File: config.mk
export PLATFORM = sky130hd
export DESIGN_NAME = sender_burst_ctrl
export DESIGN_NICKNAME = d
export VERILOG_FILES = /design/src/rtl/sender_pkg.sv /design/src/rtl/sender_buffer_mem.sv /design/src/rtl/sender_burst_ctrl.sv
export SDC_FILE = /design/constraint.sdc
export NUM_CORES = 1
export LEC_CHECK = 0
export ABC_AREA = 1
export BUFFER_PORTS_ARGS = -buffer_cell sky130_fd_sc_hd__clkbuf_2
export CORE_AREA = 2 2 170 172
export DETAILED_ROUTE_END_ITERATION = 6
export DIE_AREA = 0 0 172 174
export MAX_ROUTING_LAYER = met4
export PLACE_DENSITY = 0.71
export SLEW_MARGIN = 30
export SYNTH_ARGS = -nofsm -noshare
export SYNTH_HDL_FRONTEND = slang
export SYNTH_SLANG_ARGS = --single-unit
File: constraint.sdc
create_clock -name clk -period 2.1 [get_ports clk]
set_clock_uncertainty 0.05 [all_clocks]
set_input_delay 0.105 -clock clk [delete_from_list [all_inputs] [get_ports clk]]
set_output_delay 0.105 -clock clk [all_outputs]
set_load 0.02 [all_outputs]
File: src/rtl/sender_pkg.sv
// Shared definitions for the burst sender: FSM state encoding and default sizes.
package sender_pkg;

  localparam int DATA_W_DEF = 16;
  localparam int DEPTH_DEF  = 16;

  typedef enum logic [2:0] {
    IDLE    = 3'd0,
    FETCH   = 3'd1,
    REQ     = 3'd2,
    RELEASE = 3'd3,
    FIN     = 3'd4
  } state_t;

endpackage

File: src/rtl/sender_buffer_mem.sv
// Word buffer for the burst sender: synchronous write, registered read with
// one cycle of latency. The read register doubles as the outgoing data
// register, so it only loads when rd_en is high and otherwise holds its value.
module sender_buffer_mem
  import sender_pkg::*;
#(
  parameter  int DATA_W = DATA_W_DEF,
  parameter  int DEPTH  = DEPTH_DEF,
  localparam int AW     = $clog2(DEPTH)
) (
  input  logic              clk,
  input  logic              rst,
  input  logic              wr_en,
  input  logic [AW-1:0]     wr_addr,
  input  logic [DATA_W-1:0] wr_data,
  input  logic              rd_en,
  input  logic [AW-1:0]     rd_addr,
  output logic [DATA_W-1:0] rd_data
);

  logic [DATA_W-1:0] mem [DEPTH];

  // Storage array: plain synchronous write, no reset so it maps onto block RAM.
  always_ff @(posedge clk) begin
    if (wr_en) begin
      mem[wr_addr] <= wr_data;
    end
  end

  // Registered read; cleared by reset so the data output reads 0 after reset.
  always_ff @(posedge clk or posedge rst) begin
    if (rst) begin
      rd_data <= '0;
    end else if (rd_en) begin
      rd_data <= mem[rd_addr];
    end
  end

endmodule

File: src/rtl/sender_burst_ctrl.sv
// Burst sender: buffers host words while idle, then on start drives them out
// in write order over a 4-phase Request/Ack handshake. Supports repeat mode
// (loop the buffer until abort), abort at a word boundary, and write-reject
// reporting.
module sender_burst_ctrl
  import sender_pkg::*;
#(
  parameter  int DATA_W = DATA_W_DEF,
  parameter  int DEPTH  = DEPTH_DEF,
  localparam int AW     = $clog2(DEPTH)
) (
  input  logic              clk,
  input  logic              Reset,
  input  logic [DATA_W-1:0] data,
  input  logic              write,
  input  logic              start,
  input  logic              repeat_mode,
  input  logic              abort,
  input  logic              Ack,
  output logic              Request,
  output logic [DATA_W-1:0] sdrDataOut,
  output logic              busy,
  output logic              done,
  output logic [AW:0]       level,
  output logic              full,
  output logic              empty,
  output logic              wr_err
);

  localparam logic [AW:0] FULL_LEVEL = (AW + 1)'(DEPTH);

  state_t        state;
  logic [AW-1:0] wr_ptr;
  logic [AW-1:0] rd_ptr;
  logic [AW:0]   sent;
  logic          rep;
  logic          abort_pend;

  logic          wr_accept;
  logic          start_go;
  logic [AW:0]   sent_inc;
  logic [AW:0]   rd_inc;

  assign full      = (level == FULL_LEVEL);
  assign empty     = (level == '0);
  // Writes are only taken while idle; a simultaneous start loses to the write.
  assign wr_accept = write && (state == IDLE) && !full;
  assign start_go  = start && !write && (state == IDLE);
  assign sent_inc  = sent + 1'b1;
  assign rd_inc    = {1'b0, rd_ptr} + 1'b1;

  // The buffer's read register is the outgoing data register; it loads only in
  // FETCH, which keeps sdrDataOut stable for the whole handshake.
  sender_buffer_mem #(
    .DATA_W (DATA_W),
    .DEPTH  (DEPTH)
  ) u_buf (
    .clk     (clk),
    .rst     (Reset),
    .wr_en   (wr_accept),
    .wr_addr (wr_ptr),
    .wr_data (data),
    .rd_en   (state == FETCH),
    .rd_addr (rd_ptr),
    .rd_data (sdrDataOut)
  );

  // Control FSM with registered outputs, pointers, counters and flags.
  always_ff @(posedge clk or posedge Reset) begin
    if (Reset) begin
      state      <= IDLE;
      wr_ptr     <= '0;
      rd_ptr     <= '0;
      sent       <= '0;
      level      <= '0;
      rep        <= 1'b0;
      abort_pend <= 1'b0;
      Request    <= 1'b0;
      busy       <= 1'b0;
      done       <= 1'b0;
      wr_err     <= 1'b0;
    end else begin
      done   <= 1'b0;
      wr_err <= write && !wr_accept;

      if (wr_accept) begin
        wr_ptr <= wr_ptr + 1'b1;
        level  <= level + 1'b1;
      end

      // Abort is remembered until the next word boundary; ignored while idle.
      if (abort && (state != IDLE)) begin
        abort_pend <= 1'b1;
      end

      case (state)
        IDLE: begin
          if (start_go) begin
            if (level == '0) begin
              // Nothing buffered: report completion without any handshake.
              done <= 1'b1;
            end else begin
              state  <= FETCH;
              busy   <= 1'b1;
              rep    <= repeat_mode;
              rd_ptr <= '0;
              sent   <= '0;
            end
          end
        end

        FETCH: begin
          Request <= 1'b1;
          state   <= REQ;
        end

        REQ: begin
          if (Ack) begin
            Request <= 1'b0;
            state   <= RELEASE;
          end
        end

        RELEASE: begin
          if (!Ack) begin
            sent <= sent_inc;
            if (abort_pend || abort) begin
              state <= FIN;
            end else if (rep) begin
              rd_ptr <= (rd_inc == level) ? '0 : rd_inc[AW-1:0];
              state  <= FETCH;
            end else if (sent_inc == level) begin
              state <= FIN;
            end else begin
              rd_ptr <= rd_inc[AW-1:0];
              state  <= FETCH;
            end
          end
        end

        FIN: begin
          done       <= 1'b1;
          busy       <= 1'b0;
          level      <= '0;
          wr_ptr     <= '0;
          rd_ptr     <= '0;
          sent       <= '0;
          abort_pend <= 1'b0;
          state      <= IDLE;
        end

        default: begin
          state <= IDLE;
        end
      endcase
    end
  end

endmodule

# Word level (Yosys, flattened, before mapping)
# Memories as Yosys holds them, arrays and structs flattened. A register that Yosys moved wholly into a read port is not among the register bits.
# Cells that the tools add are included.
dict set report word_totals {
  latchBits 0
  in_bits 23
  memories 1
  romBits 0
  word_cells 90
  ram_bits 256
  regBits 27
  output_inout_bits 27
}
dict set report classes {
  n_eq_ne 13
  mul 0
  n_lt_le_gt_ge 0
  reduce_logical 24
  n_shift 0
  n_addsub 4
  muxes 36
  div 0
  n_bitwise 1
}
# memory depth width read_ports rd_clocked_by_memory_dff wr line
set memory_table {}
lappend memory_table {u_buf.mem 16 16 1 1 1 sender_buffer_mem.sv:21} ;# logic [DATA_W-1:0] mem [DEPTH];
# operator count
set ops {}
lappend ops {{$mux W4} 9}
lappend ops {{$mux W5} 5}
lappend ops {{$mux W3} 7}
lappend ops {{$pmux W5 S3} 1}
lappend ops {{$pmux W3 S4} 1}
lappend ops {{$pmux W4 S3} 1}
lappend ops {{$add A5 B1 Y5 const B} 2}
lappend ops {{$eq A5 B5 Y1} 2}
lappend ops {{$ne A2 B2 Y1 const B} 5}
lappend ops {{$mux W1} 9}
lappend ops {{$reduce_and A4 Y1} 2}
lappend ops {{$reduce_bool A2 Y1} 4}
lappend ops {{$eq A3 B2 Y1 const B} 2}
lappend ops {{$logic_and A1 B1 Y1} 6}
lappend ops {{$pmux W1 S2} 3}
lappend ops {{$reduce_and A3 Y1} 2}
lappend ops {{$reduce_and A6 Y1} 1}
lappend ops {{$reduce_bool A3 Y1} 2}
lappend ops {{$add A4 B1 Y5 const B} 1}
lappend ops {{$eq A5 B5 Y1 const B} 1}
lappend ops {{$logic_not A5 Y1} 1}
lappend ops {{$add A4 B1 Y4 const B} 1}
lappend ops {{$eq A3 B1 Y1 const B} 1}
lappend ops {{$eq A3 B3 Y1 const B} 1}
lappend ops {{6 further kinds} 8}

# Depth between registers and ports, before layout
# Gate-level depths: netlist (run 1).
dict set report logic_depth {
  ltp_word 7
  depth_mapped 11
  depth_no_buf 11
}

# Hierarchy
# A second synthesis (run 1) with hierarchy kept.
dict set report unflattened {
  hier_cells 1163
  area_unflattened_um2 12754.7
}
# mod area_per_inst_um2 instances cells_each seq_area_each_um2
set by_module_without_submodules {}
lappend by_module_without_submodules {sender_buffer_mem 11043.1 1 935 8087.8}
lappend by_module_without_submodules {sender_burst_ctrl 1711.6 1 228 675.6}

# Least setup slack after synthesis (run 1)
# OpenSTA, ideal clock, no wires.
dict set report synth_path {
  path_kind {register to register}
  from {register level[0]}
  to {memory u_buf.mem[15][0] (netlist name), enable pin}
  path_stages_with_launch 8
  setup_ps 388
  setup_slack_ps -403
  required_ps 1662
  t_arrival_ps 2065
  synth_period_minus_slack_ps 2503
  path_buffers 0
  cell_sequence {dfrtp_1 > inv_1 > ha_1 > nand4_1 > nand3_4 > inv_4 > nand3_1 > nor2_1}
}
dict set report synth_via {
  elab_chain_cells 5
}
# element line
set synth_rtl {}
lappend synth_rtl {{from (decl)} sender_burst_ctrl.sv:24} ;# output logic [AW:0] level,
lappend synth_rtl {{from (signal assigned)} sender_burst_ctrl.sv:88} ;# level <= level + 1'b1;
lappend synth_rtl {{$eq A5 B5 Y1} sender_burst_ctrl.sv:44} ;# assign full = (level == FULL_LEVEL);
lappend synth_rtl {{$logic_not A1 Y1} sender_burst_ctrl.sv:47} ;# assign wr_accept = write && (state == IDLE) && !full;
lappend synth_rtl {{$logic_and A1 B1 Y1} sender_burst_ctrl.sv:47}
lappend synth_rtl {{$mux W1} sender_buffer_mem.sv:25} ;# if (wr_en) begin
lappend synth_rtl {{$mux W1 (implied by the code)} sender_buffer_mem.sv:26} ;# mem[wr_addr] <= wr_data;
lappend synth_rtl {{to (decl)} sender_buffer_mem.sv:21}
# Every way passes these cells.

# Worst setup path after layout (run 1)
dict set report layout_path {
  from {register level[1]}
  to {output full}
}
dict set report layout_via {
  elab_chain_cells 1
}
# element line
set layout_rtl {}
lappend layout_rtl {{$eq A5 B5 Y1} sender_burst_ctrl.sv:44}
lappend layout_rtl {{to (decl)} sender_burst_ctrl.sv:25} ;# output logic full,
# Every way passes these cells.

==> results.tsv, run 1 <==
stage	metric	value	unit
run_status	outcome	finished, final reports clean	
final_layout	layout_common_cells	edfxtp_1, nand2_1, nand3_1, nor2_1, o21ai_0	
sta	setup_ws	0.0925	ns
place	gp_congestion	0.867	
power	vdd_drop_max	1.12	mV
routing	wl_per_cell	19.2	um
global_routing	grt_pass1_wl	47200	um
sta	finalMaxSlewViolations	0	
power	total_leakage_power	0.00561	uW
routing	drt_pass1_iterations	5	
yosys	ys.warnings.count	0	
floorplanning	die_w	172	um
place	post-place-ws	0.0290	ns
clock_tree	cts_buffer_depth	3	
sta	maxSlewHeadroom	57.3	%
yosys	synth_seq_area_share	70.1	%
place	dp_cells	1513	
yosys	netlist_instances	1081	
place	port_buffers	49	
power	p_seq_share	36.9	%
critical_path	cpPeakStageDelay	0.43	ns
sta	setup_viol	0	
power	p_total	19900	uW
sta	period_needed	2.01	ns
critical_path	worstPathRequired	1.95	ns
critical_path	worstSetupPathType	reg2out	
critical_path	crit_path_max_fanout	5	
sta	worstMarginPinSlew	0.640	ns
critical_path	crit_path_frequent_cell	inv_1	
power	pwr-share-comb	32.0	%
clock_tree	h-tree-depth	1	
power	switching_share	34.6	%
critical_path	path_cells	inv_1 -> ha_4 -> nand4_1 -> buf_4 -> inv_1 -> clkbuf_2	
global_routing	overflow	0	
critical_path	critical_path.startpoint	level[1]	
floorplanning	num_rows	62	
sta	timing.final.crit_share	95.6	%
critical_path	crit_path_top_delay_cell	dfrtp_2	
yosys	synth-seq-cells	299	
clock_tree	clkSlewWorstSetupHoldPaths	0.07	ns
floorplanning	design.die.area	29900	um^2
routing	drc_errors	0	
sta	finalHoldViolations	0	
floorplanning	core-area	28200	um^2
routing	num_vias	8628	
yosys	syn-cell-area	12500	um^2
sta	holdWs	0.00483	ns
floorplanning	initial_core_util	44.3	%
routing	ant_nets	0	
routing	vias_per_cell	5.46	
yosys	synth.avg_cell_area	11.6	um^2
global_routing	grt_pass1_vias	8580	
run	maxCapViolations	0	
power	power_density	1330	nW/um^2
final_layout	areaGrowthSynthToFinish	19.4	%
routing	initialDrtViolationCount	904	
final_layout	insertedDiodeCount	0	
power	clock_power_share	31.1	%
final_layout	drive_gt1_share	17.9	%
critical_path	crit_path_start_kind	flop	
global_routing	grtUsageTotal	21.3	%
clock_tree	root_buffer	clkbuf_16	
floorplanning	die_y	174	um
sta	fmax	498	MHz
hold_path	hp-class	in2reg	
clock_tree	cts_made_buffers	31	
yosys	synth_nets	1112	
floorplanning	ios	50	
clock_tree	clkLatencyLatePin	0.56	ns
clock_tree	clock-sinks	299	
yosys	synth.distinct_cells	37	
routing	drt-total-wl	30400	um
final_layout	final_common_cell	edfxtp_1	
final_layout	fin_nets	1203	
place	dp_hpwl	19200	um
clock_tree	cts_tree	built	
sta	rsz0062_at_grt	false	
power	p_sw	6880	uW
critical_path	r2r-start	level[4]	
hold_path	hp-start	data[3]	
final_layout	fin_cells	1581	
critical_path	cp.arrival	1.85	ns
global_routing	antenna_found_initial	0	
critical_path	endpoint_kind	primary output	
sta	finalSetupTns	0	ns
global_routing	grt_max_degree	66	
power	p_int	13000	uW
-- state kept, by name (all words and copies together), names as in the netlist --
| signal | count |
|---|---|
| abort_pend | 1 |
| done | 1 |
| level | 5 |
| wr_ptr | 4 |
| Request | 1 |
| busy | 1 |
| wr_err | 1 |
| u_buf.rd_data | 16 |
| sent | 5 |
| rep | 1 |
| state | 3 |
| u_buf.mem | 256 |
| rd_ptr | 4 |
-- per-layer routing --
| layer | vias up | GRT usage, % | part of all wire, % |
|---|---|---|---|
| met5 | - | - | 0 |
| met4 | 0 | 7.77 | 3.8 |
| met3 | 92 | 2.62 | 6.7 |
| met2 | 368 | 34.4 | 49 |
| met1 | 4169 | 27.8 | 41 |
| li1 | 3999 | - | - |
-- per-stage QoR --
stage          util, %  area [um^2]
2_1_floorplan        -        12600
3_3_place_gp      48.2        13600
3_5_place_dp      48.2        13600
4_1_cts           52.7        14900
5_1_grt           52.9        14900
6_report          52.9        14900
-- cell usage after synthesis --
master / instances / share of area, %
nor2_2: 5 / 0.25
ha_1: 8 / 0.80
inv_1: 38 / 1.1
nor3_4: 2 / 0.26
buf_6: 12 / 1.1
a21oi_1: 20 / 0.80
clkinv_4: 1 / 0.070
xor2_1: 2 / 0.14
clkinv_2: 1 / 0.040
clkinv_1: 1 / 0.030
nor2_1: 99 / 3.0
buf_1: 4 / 0.12
a22o_1: 1 / 0.070
nand2_1: 250 / 7.5
a2bb2oi_1: 7 / 0.49
buf_2: 23 / 0.92
nor2_4: 2 / 0.18
inv_2: 7 / 0.21
o21ai_0: 71 / 2.8
inv_4: 1 / 0.050
o22ai_1: 27 / 1.4
nor3_1: 18 / 0.72
mux2_2: 1 / 0.090
nand2_4: 2 / 0.18
buf_4: 3 / 0.18
xnor2_1: 1 / 0.070
nand4_1: 6 / 0.30
nand3_1: 140 / 5.6
nand2_2: 6 / 0.30
edfxtp_1: 256 / 61
a31oi_1: 1 / 0.050
dfrtp_1: 43 / 8.6
nand3_4: 2 / 0.28
o21ai_1: 6 / 0.24
nand4_2: 2 / 0.20
a21boi_1: 1 / 0.060
clkbuf_1: 11 / 0.33
-- final cells by class --
| type | instances | area, um^2 |
|---|---|---|
| Clock buffer | 34 | 817 |
| Clock inverter | 24 | 359 |
| Sequential cell | 299 | 8770 |
| Multi-Input combinational cell | 680 | 3360 |
| Inverter | 49 | 193 |
| Timing Repair Buffer | 111 | 946 |
| Fill cell | 2360 | 13300 |
| Tap cell | 384 | 480 |
-- what timing repair did --
| action | in CTS | in global routing |
|---|---|---|
| hold endpoints to repair | 78 | 0 |
| hold buffers | 9 | 0 |
| endpoints found under the setup margin | 0 | 180 |
| gates resized for setup | 0 | 7 |
| setup buffers | 0 | 1 |
-- power groups by stage --
stage	logic [uW]	registers [uW]	clock network [uW]
after floorplan	4170	7610	0
after global placement	6150	7450	0
after detailed placement	6210	7460	0
after CTS	6290	7340	6270
after global routing	7060	7380	6500
final	6370	7340	6200
-- critical path, delay by kind of cell (launching register included) --
family        cells  cell delay (ns)
fa+ha+maj         1             0.17
buf+inv           4             0.53
flops             1             0.43
simple gates      1             0.16
-- logic make-up (layout without fill, tap and decap cells) --
logic type / after synthesis / in the layout / share of synthesized area [%]
buffers and inverters: 102 / 218 / 4.17
xor gates and xnor gates: 3 / 3 / 0.210
and+or+nand+nor: 534 / 534 / 18.7
AOI/OAI and AO/OA: 134 / 134 / 5.90
DFF: 299 / 299 / 70.1
adders and majority gates: 8 / 8 / 0.800
muxes: 1 / 1 / 0.0900
-- final timing paths --
path                                      to  slack (ns)  cells after the start
setup reg to reg                         rep        0.10                      6
max in group asynchronous          rd_ptr[0]        1.31                      4
min in group asynchronous            sent[2]        0.22                      4
hold / removal               u_buf.mem[6][3]       0.005                      1
setup / recovery                        full        0.09                      6
hold reg to reg            u_buf.rd_data[11]        0.43                      2
(Power assumes the default switching activity.)
==> run 2, diff against run 1 <==
clock period = 1.7 ns   (was 2.1 ns; I/O delays follow)
==> run 2 against run 1 <==
  * The run now ends with negative hold slack, negative setup slack left
  * Combinational power up 52%
  * Cell count up 3.2%
  * Die area unchanged
  * Sequential share of layout area down 3.2 points
  * Final area up 5.8%
  * Count of clock-buffer cells in the layout down 3
  * Largest power group is now combinational logic
==> results.tsv, run 2 (synthesized netlist as in run 1, its figures left out) <==
stage	metric	value	unit	change
routing	initialDrtViolationCount	996		+10%
critical_path	worstPathRequired	1.93	ns	-0.02 ns
final_layout	multi_input_area	3560	um^2	+5.7%
sta	setup_viol	247		+247
power	vdd_drop_max	1.13	mV	+0.24%
critical_path	path_cells	inv_2 -> ha_4 -> nand4_1 -> buf_4 -> nand3_4 -> clkinv_8 -> nand2_4 -> nor2_4 -> buf_12		
critical_path	worstSetupPathType	reg2reg		
floorplanning	die_y	174	um	unchanged
place	post-place-ws	-0.0289	ns	-0.0579 ns
final_layout	largest_reg_flops	256		unchanged
sta	setup_ws	-0.0603	ns	-0.153 ns
floorplanning	core-area	28200	um^2	unchanged
final_layout	regMostFlops	u_buf.mem		
run	maxCapViolations	0		unchanged
final_layout	nFillCells	2264		-4.1%
place	dp_hpwl	19400	um	+1.1%
sta	holdWs	-0.00967	ns	-0.0145 ns
power	total_leakage_power	0.00598	uW	+6.4%
floorplanning	die_w	172	um	unchanged
floorplanning	initial_core_util	44.3	%	unchanged
final_layout	areaGrowthSynthToFinish	26.4	%	
critical_path	endpoint_kind	flop		
global_routing	antenna_found_initial	0		unchanged
clock_tree	cts_buffer_depth	3		unchanged
global_routing	grt_max_degree	59		-11%
critical_path	crit_path_start_kind	flop		
sta	finalHoldViolations	2		+2
final_layout	insertedDiodeCount	0		unchanged
routing	wl_per_cell	20.3	um	+5.8%
run_status	outcome	finished, violations left		
hold_path	hp-class	in2reg		
critical_path	rrSetupSlack	-0.06	ns	-0.16 ns
final_layout	fin_nets	1254		+4.2%
sta	period_needed	1.76	ns	
clock_tree	clkSlewWorstSetupHoldPaths	0.07	ns	about the same
clock_tree	clkLatencyLatePin	0.58	ns	+0.02 ns
hold_path	hp-start	write		
sta	finalMaxSlewViolations	0		unchanged
final_layout	layout_common_cells	edfxtp_1, nand2_1, nand3_1, nor2_1, o21ai_0		
clock_tree	root_buffer	clkbuf_16		
routing	num_vias	8987		+4.2%
place	port_buffers	49		unchanged
clock_tree	cts_made_buffers	30		-3.2%
routing	vias_per_cell	5.51		+0.97%
final_layout	ff_latch_area	8770	um^2	unchanged
sta	rsz0062_at_grt	true		
global_routing	grt_pass1_wl	49000	um	+3.8%
critical_path	cpPeakStageDelay	0.36	ns	-0.07 ns
sta	maxSlewHeadroom	66.2	%	+8.9 points
sta	worstMarginPinSlew	0.506	ns	-0.134 ns
critical_path	crit_buf_inv	4		unchanged
final_layout	final_common_cell	edfxtp_1		
clock_tree	cts_tree	built		
routing	drt-total-wl	33200	um	+9.1%
floorplanning	design.die.area	29900	um^2	unchanged
final_layout	finalCoreUtilization	56.0	%	+3.1 points
sta	fmax	568	MHz	
final_layout	top_regs	u_buf.mem (256), u_buf.rd_data (16)		
sta	timing.final.crit_share	104	%	
critical_path	crit_path_max_fanout	9		+4
final_layout	drive_gt1_share	22.4	%	+4.5 points
routing	drt_pass1_iterations	5		unchanged
global_routing	grtUsageTotal	21.8	%	+0.56 points
critical_path	critical_path.startpoint	level[1]		
run_status	violations	negative hold slack, negative setup slack		
floorplanning	num_rows	62		unchanged
clock_tree	clock-sinks	299		unchanged
global_routing	grt_pass1_vias	8882		+3.5%
routing	drc_errors	0		unchanged
critical_path	cp.arrival	1.99	ns	+0.14 ns
routing	ant_nets	0		unchanged
critical_path	r2r-start	level[1]		
global_routing	overflow	0		unchanged
power	power_density	1610	nW/um^2	+21%
floorplanning	ios	50		unchanged
critical_path	crit_path_top_delay_cell	dfrtp_2		
critical_path	cp_top_family	buffers and inverters		
clock_tree	h-tree-depth	1		unchanged
place	gp_congestion	0.842		-2.8%
## run 2: metrics by stage
stage               power (uW)  area [um^2]  TNS (ns)  cells
floorplan                14700        12700    -48.18   1081
finish                   25500        15800     -7.41   1631
global route             26800        15800    -24.68   1631
CTS                      24300        15300    -11.43   1618
detailed placement       17300        14000     -2.75   1538
global placement         17200        14000         0   1538
## run 2: final timing paths
check,to,cells after the start
worst max register to register,u_buf.mem[4][9],9
worst min register to register,u_buf.rd_data[10],2
min in group asynchronous,u_buf.rd_data[8],3
worst min-delay path,level[2],5
worst max-delay path,u_buf.mem[4][9],9
max in group asynchronous,rd_ptr[0],4
## run 2: power breakdown
group | internal [uW] | switching [uW]
Combinational | 3680 | 5980
Sequential | 8590 | 428
Clock | 4000 | 2840
Total | 16300 | 9250
## run 2: metal layers
metal / global-route usage (%) / routed length, um / up-vias
met2: 35.3 / 16500 / 451
met3: 3.42 / 2860 / 55
met5: - / 0 / -
met1: 29.0 / 13100 / 4381
li1: - / - / 4100
met4: 5.81 / 663 / 0
## run 2: repair_timing
action                     in CTS  in global routing
gates cloned                    0                  8
hold endpoints to repair      315                  0
resized for setup              19                 66
hold buffers                   22                  0
buffers inserted                2                  5
setup endpoints to repair     251                279
pin swaps                       4                 15
## run 2: worst reg2reg max path, cell delays in order (launching register included)
cell and delay (ns):
dfrtp_2 0.36, inv_2 0.05, ha_4 0.15, nand4_1 0.08, buf_4 0.13, nand3_4 0.10
clkinv_8 0.11, nand2_4 0.10, nor2_4 0.16, buf_12 0.17
## run 2: layout make-up
class                           count  share of cell area [%]
Timing Repair Buffer              163                    11.1
Clock inverter                     25                    1.75
Tap cell                          384                    3.04
Multi-Input combinational cell    680                    22.5
Clock buffer                       31                    4.77
Inverter                           49                    1.31
Sequential cell                   299                    55.5
==> run 3, diff against run 2 <==
MAX_ROUTING_LAYER = not set   (was met4)
PLACE_DENSITY = 0.74   (was 0.71)
==> run 3 against run 2 <==
  * Via count fell by 1.7%
  * Total power fell by 4.5%
  * Sequential share of layout area rose by 1.7 points
  * Final area fell by 2.9%
  * The run ends with negative setup slack left
  * Register-to-register slack got worse by 0.03 ns
  * Utilization fell by 1.6 points
  * Critical path depth did not move
  * First-iteration DRC count fell by 14%
  * Non-clock buffer count fell by 18
==> results.tsv, run 3 (synthesized netlist as in run 1, its figures left out) <==
stage	metric	value	unit	change
critical_path	worstPathRequired	1.92	ns	about the same
hold_path	hp-class	in2reg		
clock_tree	cts_tree	built		
critical_path	cp.depth	9		unchanged
critical_path	worstSetupPathType	reg2reg		
final_layout	top_regs	u_buf.mem (256), u_buf.rd_data (16)		
critical_path	crit_buf_inv	4		unchanged
final_layout	layout_common_cells	edfxtp_1, nand2_1, nand3_1, nor2_1, o21ai_0		
final_layout	final_common_cell	edfxtp_1		
run_status	outcome	finished, violations left		
global_routing	grtUsageTotal	21.0	%	-0.80 points
floorplanning	core-area	28200	um^2	unchanged
clock_tree	h-tree-depth	1		unchanged
sta	finalHoldViolations	0		-2
clock_tree	root_buffer	clkbuf_16		
critical_path	rrSetupSlack	-0.09	ns	-0.03 ns
sta	finalSetupTns	-12.54	ns	-5.13 ns
critical_path	crit_path_top_delay_cell	dfrtp_2		
critical_path	worstRegToRegCells	9		unchanged
floorplanning	design.die.area	29900	um^2	unchanged
power	pwr-share-comb	37.4	%	-0.5 points
place	dp_cells	1533		-0.33%
routing	ant_nets	0		unchanged
sta	setup_ws	-0.0913	ns	-0.0310 ns
hold_path	hp-start	data[14]		
routing	drt-total-wl	31200	um	-5.9%
run	maxCapViolations	0		unchanged
floorplanning	num_rows	62		unchanged
critical_path	cp.arrival	2.02	ns	+0.03 ns
place	port_buffers	49		unchanged
global_routing	overflow	0		unchanged
critical_path	crit_path_start_kind	flop		
sta	fmax	558	MHz	-1.7%
global_routing	grt_pass1_vias	8788		-1.1%
floorplanning	initial_core_util	44.3	%	unchanged
final_layout	drive_gt1_share	20.3	%	-2.1 points
power	vdd_drop_max	0.940	mV	-17%
final_layout	regMostFlops	u_buf.mem		
final_layout	fin_cells	1612		-1.2%
sta	timing.final.crit_share	105	%	+1.8 points
critical_path	path_cells	inv_2 -> ha_4 -> nand4_1 -> buf_4 -> nand3_4 -> clkinv_8 -> nand2_8 -> nor2_4 -> clkbuf_16		
power	p_sw	8880	uW	-4.0%
routing	wl_per_cell	19.4	um	-4.8%
place	dp_hpwl	19700	um	+1.2%
global_routing	grt_pass1_wl	48400	um	-1.3%
clock_tree	clkSlewWorstSetupHoldPaths	0.06	ns	about the same
run_status	violations	negative setup slack		
clock_tree	clkLatencyLatePin	0.56	ns	-0.02 ns
power	p_int	15500	uW	-4.7%
sta	setup_viol	265		+7.3%
routing	drt_pass1_iterations	6		+1
power	power_density	1590	nW/um^2	-1.6%
sta	holdWs	0.00414	ns	+0.0138 ns
critical_path	cpPeakStageDelay	0.37	ns	about the same
routing	drc_errors	0		unchanged
power	p_seq_share	36.8	%	+1.4 points
sta	maxSlewHeadroom	63.1	%	-3.2 points
clock_tree	clock-sinks	299		unchanged
power	clock_power_share	25.8	%	-1.0 points
critical_path	regToRegEndpoint	u_buf.mem[11][1]		
sta	worstMarginPinSlew	0.553	ns	+0.0473 ns
global_routing	grt_max_degree	48		-19%
routing	num_vias	8838		-1.7%
floorplanning	ios	50		unchanged
power	switching_share	36.4	%	+0.18 points
clock_tree	cts_made_buffers	30		unchanged
sta	finalMaxSlewViolations	0		unchanged
critical_path	endpoint_kind	flop		
final_layout	areaGrowthSynthToFinish	22.6	%	
global_routing	antenna_found_initial	0		unchanged
final_layout	largest_reg_flops	256		unchanged
critical_path	cp_top_family	buffers and inverters		
final_layout	fin_nets	1236		-1.4%
power	total_leakage_power	0.00577	uW	-3.5%
critical_path	crit_path_max_fanout	8		-1
place	gp_congestion	0.858		+1.8%
sta	period_needed	1.79	ns	+0.0310 ns
routing	vias_per_cell	5.48		-0.50%
floorplanning	die_y	174	um	unchanged
floorplanning	die_w	172	um	unchanged
clock_tree	cts_buffer_depth	3		unchanged
critical_path	r2r-start	level[0]		
final_layout	insertedDiodeCount	0		unchanged
routing	initialDrtViolationCount	859		-14%
sta	rsz0062_at_grt	true		
critical_path	critical_path.startpoint	level[0]		
critical_path	endpoint	u_buf.mem[11][1]		
==> run 3: cell count changes in the layout (fill, tap and decap cells not counted), sizes merged <==
cell,previous run,this run
buf,88,79
dlygate4sd3,22,17
bufinv,5,2
clkinv,21,18
bufbuf,0,1
clkbuf,84,85
clkinvlp,3,2
==> run 3: cell type report <==
cell class                      instances  area [um^2]
Clock inverter                         18          156
Multi-Input combinational cell        680         3520
Timing Repair Buffer                  145         1430
Sequential cell                       299         8770
Tap cell                              384          480
Inverter                               49          205
Clock buffer                           37          777
Fill cell                            2320        12900
==> run 3: per-stage QoR <==
step / utilization (%) / power, uW / setup WS [ns] / instance area [um^2]
6_report: 54.3 / 24400 / -0.0913 / 15300
5_1_grt: 54.3 / 25700 / -0.143 / 15300
4_1_cts: 53.8 / 24200 / -0.0725 / 15200
3_5_place_dp: 49.4 / 17600 / -0.0402 / 14000
3_3_place_gp: 49.4 / 17400 / -0.00107 / 14000
2_1_floorplan: - / 14700 / -0.209 / 12700
==> run 3: worst min-delay path by stage <==
stage                  endpoint  cells after the start  slack, ns
2_1_floorplan   u_buf.mem[0][0]                      0       0.13
3_3_place_gp            Request                      2        0.1
3_5_place_dp           state[0]                      2       0.11
4_1_cts                level[2]                      5     -0.007
5_1_grt               wr_ptr[2]                      5       0.03
6_report       u_buf.mem[9][14]                      1      0.004
==> run 3: timing repair <==
action | in CTS | in global routing
resized for setup | 17 | 30
endpoints found under the setup margin | 263 | 284
pin swaps | 4 | 4
cloned | 1 | 1
hold buffers | 17 | 0
buffers inserted | 3 | 2
endpoints found under the hold margin | 224 | 0
==> run 3: worst register-to-register path: cells and delay by family, from the launching register on <==
kind                     cells  cell delay [ns]
buffers and inverters        4             0.49
flip-flops                   1             0.37
adder cells (fa/ha/maj)      1             0.16
AND/OR/NAND/NOR              4             0.45
==> run 3: metal layers <==
metal	global-route usage [%]	share of wire (%)	vias up
met5	0	0	-
met1	28.3	40	4268
met4	7.00	2.8	0
li1	-	-	4068
met2	34.8	49	432
met3	3.57	8.3	70
==> run 3: power groups by stage <==
stage	clock, uW	sequential (uW)	combinational, uW
after floorplan	0	9410	5250
final	6280	8980	9130
after detailed placement	0	9100	8530
after global routing	6640	9050	10000
after CTS	6370	8970	8890
after global placement	0	9080	8360
